## src/rtl/dmux_router_pkg.sv

```systemverilog
`default_nettype none
// ============================================================================
//  Module   : dmux_router_pkg
//  Purpose  : Shared types, constants and elaboration helpers for the
//             dmux_router stream demultiplexer and its per-channel slots.
//  Contents : beat_t        - reference beat layout (payload plus select)
//                             at the default 16-bit / 2-bit geometry
//             slot_state_t  - EMPTY/FULL state of a one-entry output slot
//             sel_fits()    - true when N_OUT channels fit in SEL_W bits
//             cnt_sat()     - saturation value of an n-bit drop counter
//  Revision : 1.0  initial release
// ============================================================================
package dmux_router_pkg;

    localparam int BEAT_DATA_W = 16;
    localparam int BEAT_SEL_W  = 2;

    // Beat as presented on the input side of the router.
    typedef struct packed {
        logic [BEAT_SEL_W-1:0]  sel;
        logic [BEAT_DATA_W-1:0] data;
    } beat_t;

    typedef enum logic [0:0] {
        SLOT_EMPTY = 1'b0,
        SLOT_FULL  = 1'b1
    } slot_state_t;

    // Every output channel index must be expressible on the select bus.
    function automatic bit sel_fits(input int n_out, input int sel_w);
        return (n_out <= (1 << sel_w));
    endfunction

    // All-ones value of a cnt_w-bit counter; the drop counter stops here.
    function automatic logic [31:0] cnt_sat(input int cnt_w);
        if (cnt_w >= 32) begin
            return 32'hFFFF_FFFF;
        end
        return (32'd1 << cnt_w) - 32'd1;
    endfunction

endpackage : dmux_router_pkg
`default_nettype wire

```

## src/rtl/dmux_router_slot.sv

```systemverilog
`default_nettype none
// ============================================================================
//  Module   : dmux_slot
//  Purpose  : One-entry registered output buffer with a valid/ready
//             handshake. A write in the same cycle as a drain replaces the
//             held beat without a bubble.
//  Ports    : clk, rst      - clock, synchronous active-high reset
//             i_wr_en       - load i_wr_data (only issued when the slot can
//                             take it: empty, or draining this cycle)
//             i_wr_data     - payload to load
//             i_rd_ready    - consumer takes the held beat this cycle
//             o_valid       - slot holds a beat
//             o_data        - held payload (stable while held and not drained)
//  Revision : 1.0  initial release
// ============================================================================
module dmux_slot
    import dmux_router_pkg::*;
#(
    parameter int WIDTH = 16
) (
    input  logic             clk,
    input  logic             rst,
    input  logic             i_wr_en,
    input  logic [WIDTH-1:0] i_wr_data,
    input  logic             i_rd_ready,
    output logic             o_valid,
    output logic [WIDTH-1:0] o_data
);

    slot_state_t      r_state;
    slot_state_t      w_state_nxt;
    logic [WIDTH-1:0] r_data;

    always_ff @(posedge clk) begin
        if (rst) begin
            r_state <= SLOT_EMPTY;
        end else begin
            r_state <= w_state_nxt;
        end
    end

    // A ready while EMPTY is simply ignored; a write always lands in FULL.
    always_comb begin
        w_state_nxt = r_state;
        case (r_state)
            SLOT_EMPTY: begin
                if (i_wr_en) begin
                    w_state_nxt = SLOT_FULL;
                end
            end
            SLOT_FULL: begin
                if (i_rd_ready && !i_wr_en) begin
                    w_state_nxt = SLOT_EMPTY;
                end
            end
            default: begin
                w_state_nxt = SLOT_EMPTY;
            end
        endcase
    end

    always_ff @(posedge clk) begin
        if (rst) begin
            r_data <= '0;
        end else if (i_wr_en) begin
            r_data <= i_wr_data;
        end
    end

    assign o_valid = (r_state == SLOT_FULL);
    assign o_data  = r_data;

endmodule : dmux_slot
`default_nettype wire

```

## src/rtl/dmux_router.sv

```systemverilog
`default_nettype none
// ============================================================================
//  Module   : dmux_router
//  Purpose  : Steers each beat of a single valid/ready input stream to one of
//             N_OUT buffered output channels chosen by a per-beat select.
//             Beats with an out-of-range select are accepted, discarded and
//             counted on a saturating drop counter.
//  Ports    : CLK, RST   - clock, synchronous active-high reset
//             IN_VALID / IN_READY / IN_DATA / SEL - input stream
//             OUT_VALID[k] / OUT_READY[k] / OUT_DATA[k*WIDTH +: WIDTH]
//                        - output channel k
//             DROP       - pulse: a beat was discarded in the previous cycle
//             DROP_CNT   - saturating count of discarded beats
//  Revision : 1.0  initial release
// ============================================================================
module dmux_router
    import dmux_router_pkg::*;
#(
    parameter int WIDTH = 16,
    parameter int N_OUT = 4,
    parameter int SEL_W = 2,
    parameter int CNT_W = 8
) (
    input  logic                   CLK,
    input  logic                   RST,
    input  logic                   IN_VALID,
    output logic                   IN_READY,
    input  logic [WIDTH-1:0]       IN_DATA,
    input  logic [SEL_W-1:0]       SEL,
    output logic [N_OUT-1:0]       OUT_VALID,
    input  logic [N_OUT-1:0]       OUT_READY,
    output logic [N_OUT*WIDTH-1:0] OUT_DATA,
    output logic                   DROP,
    output logic [CNT_W-1:0]       DROP_CNT
);

    localparam bit               c_sel_ok        = sel_fits(N_OUT, SEL_W);
    localparam logic [CNT_W-1:0] c_drop_cnt_max  = CNT_W'(cnt_sat(CNT_W));

    generate
        if (!c_sel_ok) begin : g_sel_check
            $error("dmux_router: N_OUT does not fit in SEL_W select bits");
        end
    endgenerate

    logic [N_OUT-1:0] w_sel_hit;
    logic [N_OUT-1:0] w_wr_en;
    logic [N_OUT-1:0] w_out_valid;
    logic             w_in_range;
    logic             w_in_ready;
    logic             w_accept;
    logic             w_drop_now;
    logic             r_drop;
    logic [CNT_W-1:0] r_drop_cnt;

    // One-hot decode of SEL. An out-of-range select decodes to all zeros,
    // which doubles as the range test and keeps SEL from ever indexing past
    // the last channel.
    generate
        for (genvar k = 0; k < N_OUT; k++) begin : g_slot
            assign w_sel_hit[k] = (SEL == SEL_W'(k));
            assign w_wr_en[k]   = w_accept & w_sel_hit[k];

            dmux_slot #(
                .WIDTH      (WIDTH)
            ) u_slot (
                .clk        (CLK),
                .rst        (RST),
                .i_wr_en    (w_wr_en[k]),
                .i_wr_data  (IN_DATA),
                .i_rd_ready (OUT_READY[k]),
                .o_valid    (w_out_valid[k]),
                .o_data     (OUT_DATA[k*WIDTH +: WIDTH])
            );
        end
    endgenerate

    assign w_in_range = |w_sel_hit;

    // Only the addressed slot can stall the input; it can take a beat when
    // empty or when its current beat is leaving this same cycle.
    assign w_in_ready = w_in_range ? |(w_sel_hit & (~w_out_valid | OUT_READY))
                                   : 1'b1;
    assign w_accept   = IN_VALID & w_in_ready;
    assign w_drop_now = w_accept & ~w_in_range;

    always_ff @(posedge CLK) begin
        if (RST) begin
            r_drop     <= 1'b0;
            r_drop_cnt <= '0;
        end else begin
            r_drop <= w_drop_now;
            if (w_drop_now && (r_drop_cnt != c_drop_cnt_max)) begin
                r_drop_cnt <= r_drop_cnt + CNT_W'(1);
            end
        end
    end

    assign IN_READY  = w_in_ready;
    assign OUT_VALID = w_out_valid;
    assign DROP      = r_drop;
    assign DROP_CNT  = r_drop_cnt;

endmodule : dmux_router
`default_nettype wire
```

## config.mk

```make
export PLATFORM = sky130hd
export DESIGN_NAME = dmux_router
export DESIGN_NICKNAME = d
export VERILOG_FILES = /design/src/rtl/dmux_router_pkg.sv /design/src/rtl/dmux_router_slot.sv /design/src/rtl/dmux_router.sv
export SDC_FILE = /design/constraint.sdc
export NUM_CORES = 1
export LEC_CHECK = 0
export CAP_MARGIN = 10
export CELL_PAD_IN_SITES_DETAIL_PLACEMENT = 1
export CELL_PAD_IN_SITES_GLOBAL_PLACEMENT = 2
export CORE_MARGIN = 3
export CORE_UTILIZATION = 25
export CTS_BUF_LIST = sky130_fd_sc_hd__clkbuf_4 sky130_fd_sc_hd__clkbuf_8 sky130_fd_sc_hd__clkbuf_16
export CTS_CLUSTER_SIZE = 8
export DETAILED_ROUTE_END_ITERATION = 7
export MAX_ROUTING_LAYER = met4
export PLACE_DENSITY_LB_ADDON = 0.2
export SYNTH_ARGS = -nofsm -noshare
export SYNTH_HDL_FRONTEND = slang
export SYNTH_SLANG_ARGS = --single-unit
```

## constraint.sdc

```tcl
create_clock -name CLK -period 1.2 [get_ports CLK]
set_input_delay 0.18 -clock CLK [delete_from_list [all_inputs] [get_ports CLK]]
set_output_delay 0.18 -clock CLK [all_outputs]
set_load 0.05 [all_outputs]
```

**Word-level counts from Yosys, hierarchy flattened**

Cells that the tools add are included.

- Bits in registers: 77
- Input bits: 25
- Output and inout bits: 78
- Word-level logic and storage cells: 54

- Add/sub/neg operators: 1
- Equal/unequal tests: 4
- Multiplexer cells: 13
- Bitwise operators: 14
- Reduce and logical (&&, ||, !) cells: 12

Operators by type and width:

| cell | number |
|---|---|
| 1-bit two-way mux | 9 |
| 8-bit by 1-bit adder with 8-bit output, second input constant | 1 |
| 8-bit inequality test, second input constant | 1 |
| 1-bit case mux with 2 select lines | 4 |
| 4-bit OR reduction | 2 |
| 1-bit bitwise AND | 6 |
| 1-bit logical AND | 5 |
| 1-bit inverter | 5 |
| 4-bit bitwise AND | 1 |
| 2-bit == test, second input constant | 2 |
| 1-bit logical NOT | 4 |
| 4-bit inverter | 1 |
| 4-bit bitwise OR | 1 |
| 2-bit by 1-bit == test with 1-bit output, second input constant | 1 |
| 2-bit logical NOT | 1 |

**Longest topological paths before layout**

Gate-level depths: netlist of run 1.

- Depth in word-level cells: 11
- Gate-level depth with buffers: 5
- Gate-level depth less buffers: 3

**Modules after synthesis**

A second synthesis of run 1 with hierarchy kept.

- Cell total of the unflattened synthesis: 251
- Area, all modules: 2803.9 um^2

Modules (own cells, without submodules):

| module | instances | cells an instance | area each (um^2) | sequential area each (um^2) |
|---|---|---|---|---|
| dmux_slot | 4 | 56 | 616.8 | 340.3 |
| dmux_router | 1 | 27 | 336.6 | 180.2 |

**Least setup slack after synthesis of run 1**

No wires, ideal clock.

- Path type: reg2reg
- From: reg g_slot[2].u_slot.r_state
- To: reg g_slot[2].u_slot.r_data[1]
- Library setup time: 121 ps
- Arrival time: 1149 ps
- Data required time: 1079 ps
- Path slack: -70 ps
- Stages on the path, launching flop included: 6
- Buffers on the path: 2
- Period minus slack after synthesis: 1270 ps
- Cells stage by stage: dfxtp_1 > nor2b_1 > or3_1 > buf_2 > buf_6 > mux2i_1

- Word-level cells in the longest chain between the ends: 7

Ends and longest elaborated chain:

| element | line | text |
|---|---|---|
| start, declared | dmux_router_slot.sv:30 | `slot_state_t r_state;` |
| start signal, assigned | dmux_router_slot.sv:38 | `r_state <= w_state_nxt;` |
| 4-bit inverter | dmux_router.sv:82 | `assign w_in_ready = w_in_range ? \|(w_sel_hit & (~w_out_valid \| OUT_READY))` |
| 4-bit bitwise OR | dmux_router.sv:82 |  |
| 4-bit bitwise AND | dmux_router.sv:82 |  |
| 4-bit OR reduction | dmux_router.sv:82 |  |
| 1-bit two-way mux | dmux_router.sv:82 |  |
| 1-bit bitwise AND | dmux_router.sv:84 | `assign w_accept = IN_VALID & w_in_ready;` |
| 1-bit bitwise AND | dmux_router.sv:62 | `assign w_wr_en[k] = w_accept & w_sel_hit[k];` |
| end signal, assigned | dmux_router_slot.sv:66 | `r_data <= i_wr_data;` |
| end, declared | dmux_router_slot.sv:32 | `logic [WIDTH-1:0] r_data;` |

No other way between the ends.
A chain may end at the register's enable or synchronous reset.

**Worst setup path after layout of run 1**

- From: reg g_slot[2].u_slot.r_state
- To: out IN_READY

- Word-level cells in the longest chain between the ends: 5

Ends and longest elaborated chain:

| element | line | text |
|---|---|---|
| 4-bit inverter | dmux_router.sv:82 |  |
| 4-bit bitwise OR | dmux_router.sv:82 |  |
| 4-bit bitwise AND | dmux_router.sv:82 |  |
| 4-bit OR reduction | dmux_router.sv:82 |  |
| 1-bit two-way mux | dmux_router.sv:82 |  |
| end, declared | dmux_router.sv:27 | `output logic IN_READY,` |

No other way between the ends.

==> qor.yml, run 1 <==
status: "finished with violations"
violations: "negative setup slack"
startpoint_type: "flop"
synth_nets: 294
period_needed_ns: 1.58
pwr-share-seq_pct: 43.3
core_region_area_um2: 11500
cts_hold_repair.buffers: 0
cp.required_ns: 1.02
stdcell_count: 538
p_leak_nw: 2.41
rows: 39
syn_inst: 269
die_area_um2: 13300
critPathMaxStageDelay_ns: 0.49
root_buffer: "clkbuf_16"
cts.sink_count: 77
diodes: 0
drt-total-wl_um: 8820
cpMaxStageDelayCell: "mux4_2"
end_kind: "primary output"
multiInputGateArea_um2: 1370
grt_use_met2_pct: 22.0
ys_ff_latch: 77
final_common_cell: "nand2b_1"
p_int_mw: 4.65
hold_class: "input pin to flop"
finalSetupViolations: 20
fin_tns_setup_ns: -2.06
cts_made_buffers: 9
area_delta_synth_final_pct: 85.9
drc: 0
grtUsageMet1_pct: 16.7
vias: 2305
grt_pass1_wl_um: 13300
p_total_mw: 6.30
worstPathMaxFanout: 2
arrival_ns: 1.40
die-width_um: 115
place_inst: 517
swShare_pct: 26.2
syn_avg_cell_area_um2: 11.1
wl_per_cell_um: 16.4
postRouteAntennaNets: 0
grt.overflow.total: 0
final_nets: 416
crit_chain: "nand2b_1 -> mux4_2 -> buf_8"
yosys.area.top_type_share_pct: 51.7
max-clock-path-buffers: 2
rsz0062_at_grt: "true"
die_h_um: 115
globalRouteMet3Util_pct: 2.42
p_per_area_nw_per_um2: 1140
io_pins: 103
start_util_pct: 25.9
drtIter0Drc: 79
dp_hpwl_um: 5950
fin_ws_ns: -0.375
tritoncts: "yes"
grt_pass1_vias: 2405
drv_cap: 0
firstDrtPassIters: 4
grt_max_degree: 50
port_buffers: 102
drv_slew: 0
min_period_over_period_pct: 131
clock_skew_ns: 0.00647
seq_area_frac_synth_pct: 51.7
max_freq_mhz: 635
comb_power_share_pct: 17.6
yosysTopAreaCell: "dfxtp_1"
ys_types: 19
cts.reportedPaths.clkPinSlew_ns: 0.05
drive_gt1_share_pct: 34.7
seqCellArea_um2: 1550
antenna_found_initial: 0
track_usage_pct: 13.7
clk_latency_ns: 0.33
viasPerCell: 4.28
grt.busiest_layer: "met2"
hold_violations: 0
vdd_ir_drop_max_v: 0.000530
routabilityCongestion: 0.698
cts_htree_levels: 3
switchingPower_mw: 1.65
synth_area_leaders: "dfxtp_1 52%, mux2i_1 21%, nand2b_1 18%, nor2b_1 1.9%, buf_4 1.5%"
synth_warnings: 0
critPathKind: "flop to primary output"
mostFrequentLayoutCells: "83 x nand2b_1, 81 x buf_12, 73 x dfxtp_1"
fillers: 1168
p_clk_share_pct: 39.0
syn-cell-area_um2: 2980
flip-flops by register name, indices dropped and copies added, names as in the netlist:
register and flops:
g_slot.u_slot.o_valid 4, g_slot.u_slot.o_data 64, DROP 1, DROP_CNT 8
final cells by class:
cell class / instances / area share [%]
Clock inverter: 5 / 0.497
Clock buffer: 10 / 4.31
Tap cell: 143 / 3.23
Sequential cell: 77 / 27.9
Timing Repair Buffer: 132 / 39.4
Multi-Input combinational cell: 171 / 24.7
final timing paths:
check	startpoint	end	slack [ns]	cells after the start
setup / recovery	g_slot[2].u_slot.o_valid	IN_READY	-0.38	3
hold / removal	OUT_READY[3]	g_slot[3].u_slot.o_valid	0.26	4
setup reg to reg	g_slot[2].u_slot.o_valid	g_slot[2].u_slot.o_data[3]	-0.13	5
hold reg to reg	DROP_CNT[6]	DROP_CNT[6]	0.50	1
repair_timing:
item                       in CTS  in global routing
setup endpoints to repair      42                 54
hold endpoints to repair        0                  0
cloned                          2                  2
pin swaps                       3                  3
gates resized for setup        14                 17
setup buffers                   4                  2
stage by stage:
stage / area (um^2) / utilization (%) / hold slack [ns] / worst slack [ns]
4_1_cts: 5460 / 47.4 / 0.248 / -0.383
5_1_grt: 5540 / 48.1 / 0.263 / -0.419
3_5_place_dp: 5070 / 44.0 / 0.498 / -0.472
3_3_place_gp: 5070 / 44.0 / 0.487 / -0.440
2_1_floorplan: 2990 / - / 0.370 / -0.0189
6_report: 5540 / 48.1 / 0.257 / -0.375
critical path, delay by kind of cell, from the launching register on:
kind                   cells  cell delay, ns
and+or+nand+nor            1            0.08
DFF                        1            0.33
buffers and inverters      1            0.17
muxes                      1            0.49
power by group through the flow:
| stage | Combinational (mW) | Clock [mW] | Sequential [mW] |
|---|---|---|---|
| 4_1_cts | 1.10 | 2.56 | 2.73 |
| 3_3_place_gp | 1.06 | 0 | 2.78 |
| 2_1_floorplan | 0.271 | 0 | 3.00 |
| 6_report | 1.11 | 2.46 | 2.73 |
| 3_5_place_dp | 1.07 | 0 | 2.78 |
| 5_1_grt | 1.16 | 2.66 | 2.74 |
cells by family after synthesis:
logic type / after synthesis / share of synthesized area [%]
AND/OR/NAND/NOR: 101 / 21.4
flip-flops: 77 / 51.7
buffers and inverters: 21 / 3.82
multiplexers: 65 / 22.2
AO/OA/AOI/OAI: 4 / 0.671
other: 1 / 0.126
metal layers:
layer	up-vias	wire, um
met2	56	4470
met4	0	165
met1	1114	3840
met5	-	0
li1	1125	-
met3	10	332
synthesized netlist by cell type:
cell / number
a21oi_1: 4
clkbuf_1: 10
nor3_2: 1
buf_4: 6
nand2b_1: 84
nand4_1: 1
nor2b_1: 9
mux4_2: 1
or3_1: 1
nand2_2: 1
dfxtp_1: 77
buf_6: 1
and4_1: 1
nand4b_1: 1
buf_2: 4
nand2_1: 1
mux2i_1: 64
conb_1: 1
nor3b_1: 1
Note: power is estimated with default switching activity, not from simulation.
==> run 2: changes to the inputs <==
- CORE_UTILIZATION: 25 -> 27
- clock period: 1.2 -> 1.5 ns (I/O delays scaled with it)
==> qor.yml, run 2 (synthesized netlist as in run 1, its figures left out) <==
start_util_pct: 28.4  # +2.5 points
r2r-start: "g_slot[3].u_slot.o_valid"
antenna_found_initial: 0  # unchanged
reg2regPathDepth: 7  # +2
die_area_um2: 12300  # -7.0%
clock_skew_ns: 0.00865  # +0.00218 ns
fillers: 1170  # +0.17%
routabilityCongestion: 0.719  # +2.9%
tritoncts: "yes"
postRouteAntennaNets: 0  # unchanged
status: "finished with violations"
fin_ws_ns: -0.139  # +0.236 ns
cts.reportedPaths.clkPinSlew_ns: 0.08  # +0.03 ns
track_usage_pct: 13.4  # -0.35 points
critPathKind: "input pin to primary output"
period_needed_ns: 1.64
drtIter0Drc: 54  # -32%
drv_cap: 0  # unchanged
final_nets: 408  # -1.9%
min_period_over_period_pct: 109
critPathCapture: "IN_READY"
max-clock-path-buffers: 2  # unchanged
stdcell_count: 523  # -2.8%
max_freq_mhz: 610
startpoint: "OUT_READY[3]"
drt-total-wl_um: 7760  # -12%
r2r-end: "g_slot[3].u_slot.o_data[7]"
startpoint_type: "input pin"
rows: 37  # -5.1%
grt_pass1_vias: 2358  # -2.0%
root_buffer: "clkbuf_8"
end_kind: "primary output"
p_leak_nw: 2.09  # -13%
port_buffers: 102  # unchanged
area_delta_synth_final_pct: 47.8
wl_per_cell_um: 14.8  # -9.4%
final_common_cell: "buf_4"
violations: "negative setup slack"
io_pins: 103  # unchanged
drc: 0  # unchanged
mostFrequentLayoutCells: "90 x buf_4, 80 x nand2b_1, 73 x dfxtp_1"
finalSetupViolations: 1  # -95%
largest_reg_flops: 64  # unchanged
fin_tns_setup_ns: -0.139  # +1.92 ns
die-width_um: 111  # -3.6%
cts_htree_levels: 3  # unchanged
clk_latency_ns: 0.35  # +0.02 ns
hold_class: "input pin to flop"
grt_max_degree: 93  # +86%
cp.required_ns: 1.27  # +0.25 ns
drive_gt1_share_pct: 32.8  # -1.9 points
drv_slew: 0  # unchanged
worstHoldStart: "OUT_READY[2]"
firstDrtPassIters: 4  # unchanged
regToRegSetupSlack_ns: 0.09  # +0.22 ns
grt_pass1_wl_um: 12600  # -5.5%
p_per_area_nw_per_um2: 1070  # -6.2%
viasPerCell: 4.29  # +0.10%
grt.overflow.total: 0  # unchanged
cts.sink_count: 77  # unchanged
vias: 2243  # -2.7%
core_region_area_um2: 10500  # -8.7%
dp_hpwl_um: 5380  # -9.6%
place_inst: 504  # -2.5%
vdd_ir_drop_max_v: 0.000520  # -1.9%
cts_hold_repair.buffers: 0  # unchanged
cts_made_buffers: 9  # unchanged
rsz0062_at_grt: "true"
diodes: 0  # unchanged
worstPathMaxFanout: 2  # unchanged
die_h_um: 111  # -3.6%
arrival_ns: 1.41  # about the same
hold_violations: 0  # unchanged
[run 2: stage by stage]
step	hold slack (ns)	instance area [um^2]	utilization, %	total power [mW]	setup slack, ns
6_report	0.318	4410	41.9	4.70	-0.139
5_1_grt	0.299	4410	41.9	4.94	-0.187
4_1_cts	0.296	4390	41.7	4.80	-0.159
3_5_place_dp	0.456	4110	39.1	2.88	-0.203
3_3_place_gp	0.455	4110	39.1	2.88	-0.182
2_1_floorplan	0.422	2980	-	2.62	0.230
[run 2: power breakdown]
| part | total, mW | switching (mW) | internal [mW] |
|---|---|---|---|
| clock network | 1.86 | 0.753 | 1.11 |
| registers | 2.15 | 0.0415 | 2.11 |
| logic | 0.686 | 0.400 | 0.285 |
[run 2: critical path, cell delays in order]
cell and delay [ns]:
clkdlybuf4s50_1 0.40, nand2b_4 0.14, mux4_2 0.48, buf_8 0.17
[run 2: what timing repair did]
action,CTS,global route
gates resized for setup,11,1
pin swaps,0,0
setup buffers,2,2
setup endpoints to repair,1,1
[run 2: metal layers]
| metal | share of wire, % | track usage, % |
|---|---|---|
| met3 | 5.4 | 3.71 |
| met5 | 0 | - |
| met1 | 45 | 16.5 |
| met4 | 2.3 | 6.81 |
| met2 | 47 | 20.0 |
[run 2: final cells by class]
class                           count  area (um^2)  area share (%)
Multi-Input combinational cell    171         1360            30.8
Timing Repair Buffer              124         1100            25.0
Clock buffer                       10          131            2.98
Clock inverter                      5          100            2.27
Tap cell                          136          170            3.86
Sequential cell                    77         1550            35.1
[run 2: how the worst min path moves through the flow]
stage          cells past startpoint                       end  slack [ns]
2_1_floorplan                      2  g_slot[2].u_slot.o_valid        0.42
3_3_place_gp                       1               DROP_CNT[1]        0.45
3_5_place_dp                       1               DROP_CNT[7]        0.46
4_1_cts                            3  g_slot[2].u_slot.o_valid        0.30
5_1_grt                            3  g_slot[2].u_slot.o_valid        0.30
6_report                           3  g_slot[2].u_slot.o_valid        0.32
